`config.mk`:
```
export PLATFORM = sky130hd
export DESIGN_NAME = i2c_target_regfile
export DESIGN_NICKNAME = d
export VERILOG_FILES = /design/src/rtl/i2c_pkg.sv /design/src/rtl/i2c_bus_sync.sv /design/src/rtl/i2c_target_regfile.sv
export SDC_FILE = /design/constraint.sdc
export NUM_CORES = 1
export LEC_CHECK = 0
export ABC_AREA = 1
export BUFFER_PORTS_ARGS = -buffer_cell sky130_fd_sc_hd__buf_4
export CELL_PAD_IN_SITES_DETAIL_PLACEMENT = 2
export CELL_PAD_IN_SITES_GLOBAL_PLACEMENT = 2
export CORE_MARGIN = 4
export CORE_UTILIZATION = 35
export DETAILED_ROUTE_END_ITERATION = 10
export PLACE_DENSITY_LB_ADDON = 0.1
export REMOVE_ABC_BUFFERS = 1
export SETUP_SLACK_MARGIN = 0.05
export SYNTH_ARGS = -nofsm -noshare
export SYNTH_HDL_FRONTEND = slang
export SYNTH_SLANG_ARGS = --single-unit
```
`constraint.sdc`:
```
create_clock -name clk -period 6.1 [get_ports clk]
set_input_delay 0 -clock clk [delete_from_list [all_inputs] [get_ports clk]]
set_output_delay 0 -clock clk [all_outputs]
set_load 0.005 [all_outputs]
```
`src/rtl/i2c_pkg.sv`:
```
// Shared I2C definitions: target FSM states, bus condition levels, default address.
package i2c_pkg;

  typedef enum logic [3:0] {
    ST_IDLE,
    ST_ADDR,
    ST_ACK_ADDR,
    ST_PTR,
    ST_ACK_PTR,
    ST_WDATA,
    ST_ACK_WDATA,
    ST_RDATA,
    ST_RACK,
    ST_WAIT_STOP
  } i2c_state_e;

  localparam logic [6:0] I2C_DEFAULT_ADDR = 7'h50;

  // SDA level on the acknowledge bit.
  localparam logic I2C_ACK  = 1'b0;
  localparam logic I2C_NACK = 1'b1;

  // SDA level reached by the edge that forms a START (falls) or STOP (rises)
  // while SCL is high.
  localparam logic I2C_START_SDA = 1'b0;
  localparam logic I2C_STOP_SDA  = 1'b1;

  // R/W bit value requesting a read.
  localparam logic I2C_RW_READ = 1'b1;

endpackage

```
`src/rtl/i2c_bus_sync.sv`:
```
// Synchronises the SCL/SDA pins into clk and flags SCL edges plus START/STOP.
// Events are single-cycle pulses, SYNC_STAGES+1 clk after the pin changes.
module i2c_bus_sync
  import i2c_pkg::*;
#(
  parameter int SYNC_STAGES = 2
) (
  input  logic clk,
  input  logic rst,
  input  logic scl_i,
  input  logic sda_i,
  output logic sda_o,
  output logic scl_rise_o,
  output logic scl_fall_o,
  output logic start_o,
  output logic stop_o
);

  logic [SYNC_STAGES-1:0] scl_sync_q;
  logic [SYNC_STAGES-1:0] sda_sync_q;
  logic                   scl_prev_q;
  logic                   sda_prev_q;
  logic                   scl_s;
  logic                   sda_s;

  assign scl_s = scl_sync_q[SYNC_STAGES-1];
  assign sda_s = sda_sync_q[SYNC_STAGES-1];

  // Synchroniser chains plus one history stage; reset to the idle-high bus level.
  always_ff @(posedge clk or posedge rst) begin
    if (rst) begin
      scl_sync_q <= '1;
      sda_sync_q <= '1;
      scl_prev_q <= 1'b1;
      sda_prev_q <= 1'b1;
    end else begin
      scl_sync_q <= {scl_sync_q[SYNC_STAGES-2:0], scl_i};
      sda_sync_q <= {sda_sync_q[SYNC_STAGES-2:0], sda_i};
      scl_prev_q <= scl_s;
      sda_prev_q <= sda_s;
    end
  end

  // Edge and bus-condition decode; START/STOP need SCL high on both samples.
  always_comb begin
    sda_o      = sda_s;
    scl_rise_o = scl_s & ~scl_prev_q;
    scl_fall_o = ~scl_s & scl_prev_q;
    start_o    = scl_s & scl_prev_q & (sda_s != sda_prev_q) & (sda_s == I2C_START_SDA);
    stop_o     = scl_s & scl_prev_q & (sda_s != sda_prev_q) & (sda_s == I2C_STOP_SDA);
  end

endmodule

```
`src/rtl/i2c_target_regfile.sv`:
```
// I2C target with a byte-wide register file: pointer write, auto-increment
// multi-byte writes and reads, repeated START, host-side register port.
// The ACK-state phase is tracked by sda_oe_q itself: the first SCL fall in an
// ACK state pulls SDA low, the second releases it and moves on.
module i2c_target_regfile
  import i2c_pkg::*;
#(
  parameter logic [6:0] SLAVE_ADDR  = I2C_DEFAULT_ADDR,
  parameter int         NUM_REGS    = 16,
  parameter int         PTR_W       = $clog2(NUM_REGS),
  parameter int         SYNC_STAGES = 2
) (
  input  logic             clk,
  input  logic             rst,
  input  logic             scl,
  input  logic             sda_i,
  output logic             sda_oe,
  input  logic [PTR_W-1:0] host_addr,
  input  logic             host_we,
  input  logic [7:0]       host_wdata,
  output logic [7:0]       host_rdata,
  output logic             wr_strobe,
  output logic [PTR_W-1:0] wr_addr,
  output logic [7:0]       wr_data,
  output logic             busy,
  output i2c_state_e       dbg_state_o
);

  logic sda_s, scl_rise, scl_fall, bus_start, bus_stop;

  i2c_bus_sync #(.SYNC_STAGES(SYNC_STAGES)) u_sync (
    .clk        (clk),
    .rst        (rst),
    .scl_i      (scl),
    .sda_i      (sda_i),
    .sda_o      (sda_s),
    .scl_rise_o (scl_rise),
    .scl_fall_o (scl_fall),
    .start_o    (bus_start),
    .stop_o     (bus_stop)
  );

  i2c_state_e       state_q, state_d;
  logic [3:0]       bit_cnt_q, bit_cnt_d;
  logic [7:0]       shift_q, shift_d;
  logic [PTR_W-1:0] ptr_q, ptr_d;
  logic             sda_oe_q, sda_oe_d;
  logic             rw_q, rw_d;
  logic             busy_q, busy_d;
  logic             commit_d;
  logic             wr_strobe_q;
  logic [PTR_W-1:0] wr_addr_q, wr_addr_d;
  logic [7:0]       wr_data_q, wr_data_d;
  logic [7:0]       regs_q [NUM_REGS];
  logic [7:0]       rx_byte;
  logic [7:0]       rd_byte;

  assign rx_byte = {shift_q[6:0], sda_s};
  assign rd_byte = regs_q[ptr_q];

  // FSM state register.
  always_ff @(posedge clk or posedge rst) begin
    if (rst) state_q <= ST_IDLE;
    else     state_q <= state_d;
  end

  // Next-state and datapath next values; STOP and START override every state.
  always_comb begin
    state_d   = state_q;
    bit_cnt_d = bit_cnt_q;
    shift_d   = shift_q;
    ptr_d     = ptr_q;
    sda_oe_d  = sda_oe_q;
    rw_d      = rw_q;
    busy_d    = busy_q;
    commit_d  = 1'b0;
    wr_addr_d = wr_addr_q;
    wr_data_d = wr_data_q;
    if (bus_stop) begin
      state_d   = ST_IDLE;
      sda_oe_d  = 1'b0;
      busy_d    = 1'b0;
      bit_cnt_d = 4'd0;
    end else if (bus_start) begin
      state_d   = ST_ADDR;
      sda_oe_d  = 1'b0;
      bit_cnt_d = 4'd0;
    end else begin
      case (state_q)
        ST_ADDR, ST_PTR, ST_WDATA: begin
          if (scl_rise) begin
            shift_d   = rx_byte;
            bit_cnt_d = bit_cnt_q + 4'd1;
            if (bit_cnt_q == 4'd7) begin
              bit_cnt_d = 4'd0;
              if (state_q == ST_ADDR) begin
                rw_d = rx_byte[0];
                if (rx_byte[7:1] == SLAVE_ADDR) begin
                  state_d = ST_ACK_ADDR;
                  busy_d  = 1'b1;
                end else begin
                  state_d = ST_WAIT_STOP;
                  busy_d  = 1'b0;
                end
              end else if (state_q == ST_PTR) begin
                if (int'(rx_byte) < NUM_REGS) begin
                  ptr_d   = rx_byte[PTR_W-1:0];
                  state_d = ST_ACK_PTR;
                end else begin
                  state_d = ST_WAIT_STOP;
                end
              end else begin
                commit_d  = 1'b1;
                wr_addr_d = ptr_q;
                wr_data_d = rx_byte;
                ptr_d     = ptr_q + PTR_W'(1);
                state_d   = ST_ACK_WDATA;
              end
            end
          end
        end
        ST_ACK_ADDR, ST_ACK_PTR, ST_ACK_WDATA: begin
          if (scl_fall) begin
            if (!sda_oe_q) begin
              sda_oe_d = ~I2C_ACK;
            end else if (state_q == ST_ACK_ADDR && rw_q == I2C_RW_READ) begin
              // Fall ending the ACK also presents read bit 7.
              sda_oe_d  = ~rd_byte[7];
              shift_d   = {rd_byte[6:0], 1'b0};
              bit_cnt_d = 4'd1;
              ptr_d     = ptr_q + PTR_W'(1);
              state_d   = ST_RDATA;
            end else begin
              sda_oe_d  = 1'b0;
              bit_cnt_d = 4'd0;
              state_d   = (state_q == ST_ACK_ADDR) ? ST_PTR : ST_WDATA;
            end
          end
        end
        ST_RDATA: begin
          if (scl_fall) begin
            if (bit_cnt_q == 4'd8) begin
              sda_oe_d  = 1'b0;
              bit_cnt_d = 4'd0;
              state_d   = ST_RACK;
            end else begin
              sda_oe_d  = ~shift_q[7];
              shift_d   = {shift_q[6:0], 1'b0};
              bit_cnt_d = bit_cnt_q + 4'd1;
            end
          end
        end
        ST_RACK: begin
          // bit_cnt_q marks that the master's ACK has been sampled.
          if (scl_rise) begin
            if (sda_s == I2C_NACK) state_d = ST_WAIT_STOP;
            else                   bit_cnt_d = 4'd1;
          end else if (scl_fall && bit_cnt_q == 4'd1) begin
            sda_oe_d  = ~rd_byte[7];
            shift_d   = {rd_byte[6:0], 1'b0};
            bit_cnt_d = 4'd1;
            ptr_d     = ptr_q + PTR_W'(1);
            state_d   = ST_RDATA;
          end
        end
        default: ;
      endcase
    end
  end

  // Datapath registers; reset releases SDA immediately.
  always_ff @(posedge clk or posedge rst) begin
    if (rst) begin
      bit_cnt_q   <= 4'd0;
      shift_q     <= 8'h00;
      ptr_q       <= '0;
      sda_oe_q    <= 1'b0;
      rw_q        <= 1'b0;
      busy_q      <= 1'b0;
      wr_strobe_q <= 1'b0;
      wr_addr_q   <= '0;
      wr_data_q   <= 8'h00;
    end else begin
      bit_cnt_q   <= bit_cnt_d;
      shift_q     <= shift_d;
      ptr_q       <= ptr_d;
      sda_oe_q    <= sda_oe_d;
      rw_q        <= rw_d;
      busy_q      <= busy_d;
      wr_strobe_q <= commit_d;
      wr_addr_q   <= wr_addr_d;
      wr_data_q   <= wr_data_d;
    end
  end

  // Register file; an I2C commit beats a host write to the same index.
  always_ff @(posedge clk or posedge rst) begin
    if (rst) begin
      for (int i = 0; i < NUM_REGS; i++) regs_q[i] <= 8'h00;
    end else begin
      for (int i = 0; i < NUM_REGS; i++) begin
        if (commit_d && wr_addr_d == PTR_W'(i))        regs_q[i] <= wr_data_d;
        else if (host_we && host_addr == PTR_W'(i))    regs_q[i] <= host_wdata;
      end
    end
  end

  // Outputs straight from registers, plus the combinational host read.
  always_comb begin
    sda_oe      = sda_oe_q;
    wr_strobe   = wr_strobe_q;
    wr_addr     = wr_addr_q;
    wr_data     = wr_data_q;
    busy        = busy_q;
    dbg_state_o = state_q;
    host_rdata  = regs_q[host_addr];
  end

endmodule

```
==> metrics.txt <==
status finished clean; Fmax achieved 0.264 GHz; root buffer cell clkbuf_16; R2R Path End regs_q[53]; global placement routability congestion 0.888; pre-CTS setup slack 2.41 ns; Max FO, Critical Path 21; clk slew on worst S/H paths 0.07 ns; GRT overflow 0; setup TNS 0 ns; number of synthesized flops with an enable pin 0; Max Root-Sink Buffers 2; H-tree Lvls 4; clk_lat worst skew 0.47 ns; Synth Area in Compound Gates 0.101; layout cells sized above 1 0.0799; Slew Limit Fails 0; ys flop type dfrtp_1; Post CTS Setup Buffer Count 0; vias after detailed routing 12700; largest net degree at the start of global routing 130; placed wire-length estimate 37300 um; CP Class flip-flop to flip-flop; Critical-path top delay cell nand3_2; CP Cell Sequence nand2_1, nand2_1, nand3_2, nand2_1, nand2_1, nor2_2, nand2_1, nand3_1, nand3_1; RSZ-0062 raised after global routing false; Final setup viols 0; IR drop worst, VDD 0.232 mV; Fillers 3958; max-cap check violation count 0; Seq/Total Area, Yosys 0.370; diode count 0; placed instance area 12000 um2; final wirelength 56100 um; Finished Cell Area 12700 um2; M3 GR Usage 0.0424; row count 66; synthesized area per cell 6.64 um2; Port Buf Inserts 43; DIE HEIGHT 189 um; Post-synth ARST share 1.00; Pre-antenna DRT Iters 5; Rel. slew slack 0.193; synth warn 0; vias per cell 5.88; worst r2r path cells 9; most used cell, CP nand2_1; DRC errors left 0; total CTS buffers 17; Die Wd 189 um; met1 usage 0.420; Synth Area in Adders 0.00435; Core ar. 32500 um2; Worst Hold Class input port to flip-flop; cell count after synthesis 1734; Final Hold Viols 0; initial drt markers 925; GRT met2 Usage 0.527; launching point of the worst reg2reg path u_sync.sda_sync_q[1]; final core utilization 0.392; CP Data Required Time 6.44 ns; CTS tree yes; Critical Path Sink regs_q[53]; critical path capture point type flip-flop; Die ar. 35800 um2; R2R Setup Slk 2.31 ns; GR peak layer met2; mux share of post-synthesis cell area 0; Inst Count DP 2126; Worst Setup SP u_sync.sda_sync_q[1]; critical path arrival 4.13 ns; Area growth, synth to finish 10.6%; min Tclk post-route 3.79 ns; setup ws final 2.31 ns; Clock Skew 0.0122 ns; final worst-path cycle share 0.622; Worst Hold Launch sda_i; DRT antenna net count 0; post-synth cell types 40; P per Cell Area 390 nW/um2; global-route wire length before repair 85500 um; # IOs 44; WL/cell 25.9 um; synthesized area 11500 um2; vias in the first global route 13300; Least-Margin Pin Slew 1.21 ns; leakage 5.98 nW; Initial Util 0.355; fin nets 1735; total global-route track usage 0.312; initial antenna violation count 0; XOR/XNOR Fraction of Synth Area 0.00228; largest family of logic cells by synthesized area simple AND/OR/NAND/NOR gates; Non-Filler Instances 2169; critical path launch point type flip-flop; CP max stage delay 0.74 ns; post-synthesis register bit count 170; Clock Sinks 170; Post-Synth Simple-Gate Area 0.433
[cells in the final DEF, fill, tap and decap left out, types with 2 or more instances in the layout]
| cell | count |
|---|---|
| a21oi_1 | 13 |
| a22oi_1 | 12 |
| buf_4 | 52 |
| bufinv_16 | 4 |
| clkbuf_1 | 3 |
| clkbuf_16 | 17 |
| clkbuf_8 | 2 |
| clkinv_1 | 2 |
| clkinv_2 | 2 |
| clkinvlp_4 | 3 |
| dfrtp_1 | 163 |
| dfstp_2 | 6 |
| dlygate4sd3_1 | 11 |
| ha_1 | 4 |
| inv_1 | 127 |
| inv_2 | 7 |
| nand2_1 | 507 |
| nand2_2 | 7 |
| nand2_4 | 4 |
| nand3_1 | 397 |
| nand3_2 | 5 |
| nand4_1 | 21 |
| nor2_1 | 172 |
| nor2_2 | 7 |
| nor2_4 | 5 |
| o211ai_1 | 51 |
| o21ai_0 | 94 |
| o21ai_4 | 8 |
| o22ai_1 | 4 |
| xor2_1 | 2 |
[where the power goes]
part | total (W) | internal (W) | switching, W
Clock | 0.00125 | 0.000710 | 0.000536
Sequential | 0.00171 | 0.00140 | 0.000310
Combinational | 0.00201 | 0.000590 | 0.00142
Total | 0.00497 | 0.00270 | 0.00227
[synth_stat cells, types with 6 or more instances]
library cell	instances	area (um2)
a22oi_1	12	90.1
dfrtp_1	164	4100
nand4_1	21	131
nand2_2	7	43.8
nor2_2	6	37.5
inv_2	7	26.3
a21oi_1	13	65.1
buf_2	21	105
inv_1	128	480
dfstp_2	6	158
buf_6	8	90.1
o21ai_4	6	97.6
o211ai_1	51	383
nor2_1	173	649
buf_4	6	45.0
nand3_1	397	1990
o21ai_0	94	470
nand2_1	507	1900
clkbuf_1	62	233
[registers in the layout, summed over array words and instances, names as in the netlist, 2 cells and up]
name,count
u_sync.scl_sync_q,2
ptr_q,4
bit_cnt_q,4
u_sync.sda_sync_q,2
regs_q,128
wr_data,8
dbg_state_o,4
wr_addr,4
shift_q,8
[per-layer routing]
| layer | share of wire | vias up | wire [um] |
|---|---|---|---|
| met3 | 0.046 | 80 | 2560 |
| met1 | 0.44 | 6626 | 24800 |
| met4 | 0.026 | 0 | 1470 |
| met2 | 0.49 | 369 | 27200 |
| li1 | - | 5671 | - |
| met5 | 0 | - | 0 |
[critical path, delay by kind of cell (launching register included)]
family           cells  cell delay, ns
and+or+nand+nor      9            3.04
DFF                  1            0.61
[stage by stage]
stage	total power (W)	hold slack [ns]
after CTS	0.00495	0.175
final	0.00497	0.204
after global placement	0.00358	0.113
after global routing	0.00526	0.196
after detailed placement	0.00368	0.118
after floorplan	0.00285	0.00448
[how the worst min path moves through the flow]
stage	to	slack [ns]	cells past startpoint
6_report	u_sync.sda_sync_q[0]	0.20	2
5_1_grt	u_sync.sda_sync_q[0]	0.20	2
4_1_cts	u_sync.sda_sync_q[0]	0.17	2
3_5_place_dp	u_sync.sda_sync_q[0]	0.12	1
3_3_place_gp	u_sync.scl_sync_q[0]	0.11	1
2_1_floorplan	u_sync.scl_sync_q[0]	0.004	0
[cell type report]
type / count / area, um2 / share of cell area
Timing Repair Buffer: 63 / 500 / 0.0393
Tap cell: 442 / 553 / 0.0435
Clock inverter: 10 / 165 / 0.0130
Multi-Input combinational cell: 1323 / 6250 / 0.491
Inverter: 139 / 533 / 0.0419
Clock buffer: 22 / 464 / 0.0365
Sequential cell: 170 / 4270 / 0.335
[cells by family after synthesis]
kind of cell | count (synthesis)
flops | 170
buf+inv | 241
fa+ha+maj | 4
simple gates | 1132
compound gates | 184
xor+xnor | 3
[what timing repair did]
item / 4_1_cts / 5_1_grt
hold buffers: 11 / 0
endpoints found under the hold margin: 132 / 0
resized for setup: 0 / 0
(Power assumes the default switching activity.)
